<file path="config.mk">
export PLATFORM = sky130hd
export DESIGN_NAME = axis_fifo_wr_arbiter
export DESIGN_NICKNAME = d
export VERILOG_FILES = /design/src/rtl/axis_fifo_wr_arbiter_pkg.sv /design/src/rtl/axis_fifo_wr_arbiter_rr_arb2.sv /design/src/rtl/axis_fifo_wr_arbiter.sv
export SDC_FILE = /design/constraint.sdc
export NUM_CORES = 1
export LEC_CHECK = 0
export ABC_CLOCK_PERIOD_IN_PS = 2050
export BUFFER_PORTS_ARGS = -buffer_cell sky130_fd_sc_hd__buf_2
export CORE_MARGIN = 2
export CORE_UTILIZATION = 28
export CTS_CLUSTER_DIAMETER = 50
export CTS_CLUSTER_SIZE = 12
export DETAILED_ROUTE_END_ITERATION = 8
export PLACE_DENSITY_LB_ADDON = 0.25
export SLEW_MARGIN = 10
export SYNTH_ARGS = -nofsm -noshare
export SYNTH_HDL_FRONTEND = slang
export SYNTH_SLANG_ARGS = --single-unit
</file>
<file path="constraint.sdc">
create_clock -name clk -period 2.05 [get_ports clk]
set_input_delay 0.1025 -clock clk [delete_from_list [all_inputs] [get_ports clk]]
set_output_delay 0.1025 -clock clk [all_outputs]
set_load 0.005 [all_outputs]
</file>
<file path="src/rtl/axis_fifo_wr_arbiter_pkg.sv">
// Shared encodings for the two-source AXI-Stream to FIFO write arbiter.
// State codes double as the one-hot grant value (OWN0 -> 01, OWN1 -> 10).
package axis_fifo_wr_arbiter_pkg;

    typedef enum logic [1:0] {
        ST_IDLE = 2'd0,
        ST_OWN0 = 2'd1,
        ST_OWN1 = 2'd2
    } state_t;

    localparam logic [1:0] GNT_IDLE = 2'b00;
    localparam logic [1:0] GNT_S0   = 2'b01;
    localparam logic [1:0] GNT_S1   = 2'b10;

    // Width of the per-grant beat counter; it only needs to reach MAX_BEATS-1.
    function automatic int beat_cnt_w(input int max_beats);
        return (max_beats <= 2) ? 1 : $clog2(max_beats);
    endfunction

    function automatic logic [1:0] grant_of(input state_t st);
        case (st)
            ST_OWN0: return GNT_S0;
            ST_OWN1: return GNT_S1;
            default: return GNT_IDLE;
        endcase
    endfunction

endpackage

</file>
<file path="src/rtl/axis_fifo_wr_arbiter_rr_arb2.sv">
// Combinational 2-way round-robin pick: on a tie the source that did not own
// the port last wins. Returns the next arbiter state code.
module axis_fifo_wr_arbiter_rr_arb2
    import axis_fifo_wr_arbiter_pkg::*;
(
    input  logic   v0,
    input  logic   v1,
    input  logic   last_owner,
    output state_t next_state
);

    always_comb begin
        next_state = ST_IDLE;
        if (v0 && v1)
            next_state = last_owner ? ST_OWN0 : ST_OWN1;
        else if (v0)
            next_state = ST_OWN0;
        else if (v1)
            next_state = ST_OWN1;
    end

endmodule

</file>
<file path="src/rtl/axis_fifo_wr_arbiter.sv">
// Round-robin arbiter sharing one FIFO write port between two AXI-Stream
// sources, with grant locked per packet. Optional packet counters: AXIS_FIFO_WR_ARBITER_PKT_COUNT_EN.
module axis_fifo_wr_arbiter
    import axis_fifo_wr_arbiter_pkg::*;
#(
    parameter int AXIS_DATA_WIDTH = 32,
    parameter int FIFO_DATA_WIDTH = 16,
    parameter int MAX_BEATS       = 1024
) (
    input  logic                       clk,
    input  logic                       reset,
    input  logic [AXIS_DATA_WIDTH-1:0] s0_axis_tdata,
    input  logic                       s0_axis_tlast,
    input  logic                       s0_axis_tvalid,
    output logic                       s0_axis_tready,
    input  logic [AXIS_DATA_WIDTH-1:0] s1_axis_tdata,
    input  logic                       s1_axis_tlast,
    input  logic                       s1_axis_tvalid,
    output logic                       s1_axis_tready,
    output logic [FIFO_DATA_WIDTH-1:0] fifo_wr_data,
    output logic                       fifo_wr_en,
    input  logic                       fifo_full,
`ifdef AXIS_FIFO_WR_ARBITER_PKT_COUNT_EN
    input  logic                       cnt_clear,
    output logic [31:0]                pkt_cnt0,
    output logic [31:0]                pkt_cnt1,
`endif
    output logic [1:0]                 grant
);

    localparam int CNT_W = beat_cnt_w(MAX_BEATS);
    localparam logic [CNT_W-1:0] CNT_LAST = CNT_W'(MAX_BEATS - 1);

    state_t           state;
    state_t           arb_next;
    logic             last_owner;   // 0 = S0, 1 = S1
    logic [CNT_W-1:0] beat_cnt;

    logic own0, own1, acc, cur_last, rel, arb_last;

    assign own0 = (state == ST_OWN0);
    assign own1 = (state == ST_OWN1);

    assign s0_axis_tready = own0 & ~fifo_full;
    assign s1_axis_tready = own1 & ~fifo_full;

    assign acc      = (s0_axis_tready & s0_axis_tvalid) | (s1_axis_tready & s1_axis_tvalid);
    assign cur_last = own1 ? s1_axis_tlast : s0_axis_tlast;
    assign rel      = acc & (cur_last | (beat_cnt == CNT_LAST));

    assign fifo_wr_en   = acc;
    assign fifo_wr_data = own0 ? s0_axis_tdata[FIFO_DATA_WIDTH-1:0] :
                          own1 ? s1_axis_tdata[FIFO_DATA_WIDTH-1:0] : '0;
    assign grant        = grant_of(state);

    // At release the finishing source counts as last owner, so a waiting peer wins.
    assign arb_last = own0 ? 1'b0 : own1 ? 1'b1 : last_owner;

    axis_fifo_wr_arbiter_rr_arb2 u_arb (
        .v0         (s0_axis_tvalid),
        .v1         (s1_axis_tvalid),
        .last_owner (arb_last),
        .next_state (arb_next)
    );

    always_ff @(posedge clk or posedge reset) begin
        if (reset) begin
            state      <= ST_IDLE;
            last_owner <= 1'b1;
            beat_cnt   <= '0;
        end else begin
            case (state)
                ST_IDLE: state <= arb_next;
                ST_OWN0, ST_OWN1: begin
                    if (rel) begin
                        last_owner <= own1;
                        beat_cnt   <= '0;
                        state      <= arb_next;
                    end else if (acc) begin
                        beat_cnt <= beat_cnt + 1'b1;
                    end
                end
                default: state <= ST_IDLE;
            endcase
        end
    end

    generate
        if (AXIS_DATA_WIDTH > FIFO_DATA_WIDTH) begin : g_hi_unused
            logic unused_hi;
            assign unused_hi = ^{s0_axis_tdata[AXIS_DATA_WIDTH-1:FIFO_DATA_WIDTH],
                                 s1_axis_tdata[AXIS_DATA_WIDTH-1:FIFO_DATA_WIDTH]};
        end
    endgenerate

`ifdef AXIS_FIFO_WR_ARBITER_PKT_COUNT_EN
    // Only real packet ends count; forced MAX_BEATS rotations do not.
    always_ff @(posedge clk or posedge reset) begin
        if (reset) begin
            pkt_cnt0 <= '0;
            pkt_cnt1 <= '0;
        end else if (cnt_clear) begin
            pkt_cnt0 <= '0;
            pkt_cnt1 <= '0;
        end else begin
            if (s0_axis_tready && s0_axis_tvalid && s0_axis_tlast)
                pkt_cnt0 <= pkt_cnt0 + 32'd1;
            if (s1_axis_tready && s1_axis_tvalid && s1_axis_tlast)
                pkt_cnt1 <= pkt_cnt1 + 32'd1;
        end
    end
`else
    // Packet counting compiled out; no extra state.
`endif

endmodule

</file>
==> results.md <==
* Synth top area share at 29.2%
* Delay of the slowest critical-path stage at 0.49 ns
* Worst ir drop on vdd at 0.000416 V
* Initial DRT Pass Iterations at 4
* Combinational power share at 61.6%
* Fill count at 355
* Final TNS setup at 0 ns
* Antenna violations before repair at 0
* Max frequency at 0.510 GHz
* Reg clk slew, reported paths at 0.06 ns
* Area grow syn2layout at 47.3%
* NetSw at 0.651 mW
* Syn Std Cell Area at 1030 um2
* Nets at 263
* Post-synth cell types at 32
* Clk_lat worst skew at 0.25 ns
* Tot Pwr at 1.62 mW
* Slew HR at 64.8%
* Starting Density at 28.5%
* Post-route DRC at 0
* Crit path launch type: flip-flop
* Final min period at 1.96 ns
* Vias at 1152
* Die Span Y at 64.6 um
* Global-route wire length before repair at 4.80 mm
* Warnings, synthesis at 0
* Crit-path cells: inv_1, ha_1, a22oi_2, or3_4, or4_1, mux2i_1
* RSZ-0062 raised after global routing: no
* RD Place Congestion at 0.753
* Layout cells sized above 1 at 44.9%
* DR iter-0 viols at 17
* Clock tree buffer depth at 2
* Crit Path Class: reg -> reg
* Routed Antenna Nets at 0
* Post-synth top cells: a22o_1 (18), dfrtp_1 (12), o21ai_0 (9)
* #FFs+latches synth at 13
* Critical path's slowest cell: or4_1
* Crit-path max FO at 10
* Root Buffer: clkbuf_8
* Clock network fraction of design power at 14.7%
* Cell Int Power at 0.973 mW
* Syn Area/Cell at 8.86 um2
* I/O pin total at 92
* WL per Instance at 12.9 um
* Status: complete, no violations
* Register-to-register setup slack at 0.09 ns
* Ys flop type: dfrtp_1
* Number of diodes at 0
* Sequential share of power at 23.8%
* Row cnt at 22
* Worst-Margin Slew at 0.528 ns
* Final slew viol count at 0
* Mapped Cells at 116
* Max cap viols at 0
* Fin area at 1510 um2
* Area leader, netlist: dfrtp_1
* Hold crit path type: in -> reg
* Final Setup Violations at 0
* Skew final at 0.00297 ns
* Top-count cell post-synth: a22o_1
* # port buffers at 59
* Largest net degree at the start of global routing at 21
* Num CTS Buffers at 3
* Hold Vio Cnt, Final at 0
* Die width at 64.6 um
* Sink Count at 13
* Post-DP Area at 1440 um2
* Total track usage at 14.4%
* Async SR Flop Fraction at 100%
* Sequential fraction of the synthesis area at 31.8%
* Core area at 3610 um2
* Static Leakage at 0.788 nW
* Worst path required time at 2.22 ns
* Crit path DAT at 2.13 ns
* Final worst path period share at 95.6%
* Setup bufs post-CTS at 0
* Ranking of synthesized cells by area: dfrtp_1 (29%), a22o_1 (15%), ha_1 (7.3%), o21ai_0 (4.4%), mux2i_1 (3.9%)
* H-tree Lvls at 1
* Post-synth EDFFs at 0
* Grt total ovfl at 0
* Vias per inst at 4.94
* Post-Route WL at 3.00 mm
* Pwr Density at 1070 nW/um2
* Post-DP HPWL at 2.40 mm
* Switching Share at 40.1%
* Syn nets at 193
* Crit. End Element: flip-flop
* Die ar. at 4170 um2
* Number of global-route vias before repair at 1069
* TritonCTS clock tree: yes
## layout by cell type (no fill, tap or decap), types with 2 or more instances in the layout
cell and count:
a21oi_1 3, a22o_1 18, and2_1 3, and4_1 2
buf_2 59, buf_4 12, clkbuf_8 3, dfrtp_1 11
ha_1 5, inv_1 6, mux2_2 2, mux2i_1 4
nand2_1 5, nand3_1 7, nand4_1 5, nor2_1 8
nor2b_1 3, nor3_1 2, o21ai_0 9, or4_1 2
## per-layer routing
layer	global-route usage (%)	part of all wire, %	vias to the layer above
li1	-	-	588
met1	18.5	44	530
met2	24.2	50	30
met3	1.91	4.1	4
met4	6.38	1.8	0
met5	0	0	-
## cell families (layout without fill, tap and decap cells)
logic type | count (synthesis) | after routing | share of synthesized area, %
fa+ha+maj | 6 | 6 | 7.31
mux | 6 | 6 | 6.09
buf+inv | 13 | 82 | 5.60
compound gates | 37 | 37 | 27.2
flops | 13 | 13 | 31.8
simple gates | 41 | 41 | 22.0
## area by class of cell
type | instances | area [um2] | area share, %
timing repair buffer | 72 | 395 | 26.1
multi-input combinational | 90 | 661 | 43.7
clock buffer | 3 | 41.3 | 2.73
sequential | 13 | 328 | 21.7
inverter | 6 | 22.5 | 1.49
clock inverter | 1 | 5.00 | 0.331
tap | 48 | 60.1 | 3.97
## state kept, by name (all words and copies together), names as in the netlist
name / count
state: 2
beat_cnt: 10
last_owner: 1
## worst paths after layout
kind	from	to	depth (start not counted)
setup / recovery	state[1]$_DFFE_PP0P_	beat_cnt[9]$_DFFE_PP0P_	6
hold / removal	s0_axis_tvalid	state[0]$_DFFE_PP0P_	3
setup reg to reg	state[1]$_DFFE_PP0P_	beat_cnt[9]$_DFFE_PP0P_	6
hold reg to reg	last_owner$_DFFE_PP1P_	last_owner$_DFFE_PP1P_	2
max in group asynchronous	reset	state[1]$_DFFE_PP0P_	3
min in group asynchronous	reset	state[1]$_DFFE_PP0P_	3
## power by group through the flow
stage / clock network (mW) / logic [mW] / registers, mW
global placement: 0 / 0.946 / 0.378
floorplan: 0 / 0.577 / 0.382
global route: 0.257 / 1.11 / 0.397
detailed placement: 0 / 0.968 / 0.383
CTS: 0.242 / 0.982 / 0.379
finish: 0.238 / 1.00 / 0.386
## per-stage QoR
| stage | util, % | setup slack [ns] | hold slack (ns) | std cells |
|---|---|---|---|---|
| floorplan | - | 0.214 | -0.0213 | 116 |
| global placement | 39.9 | 0.0746 | 0.154 | 228 |
| detailed placement | 39.9 | 0.0400 | 0.172 | 228 |
| CTS | 41.5 | 0.0752 | 0.161 | 233 |
| global route | 41.9 | 0.0114 | 0.188 | 233 |
| finish | 41.9 | 0.0900 | 0.156 | 233 |
## what timing repair did
action	in CTS	in global routing
pin swaps	0	0
hold buffers	1	0
hold endpoints to repair	12	0
setup endpoints to repair	1	6
gates resized for setup	1	3
## critical path: cells and delay by family, from the launching register on
kind                       cells  cell delay [ns]
buffers and inverters          1             0.12
muxes                          1             0.16
and+or+nand+nor                2             0.88
AOI/OAI and AO/OA              1             0.09
DFF                            1             0.45
adders and majority gates      1             0.19
Note: power is estimated with default switching activity, not from simulation.
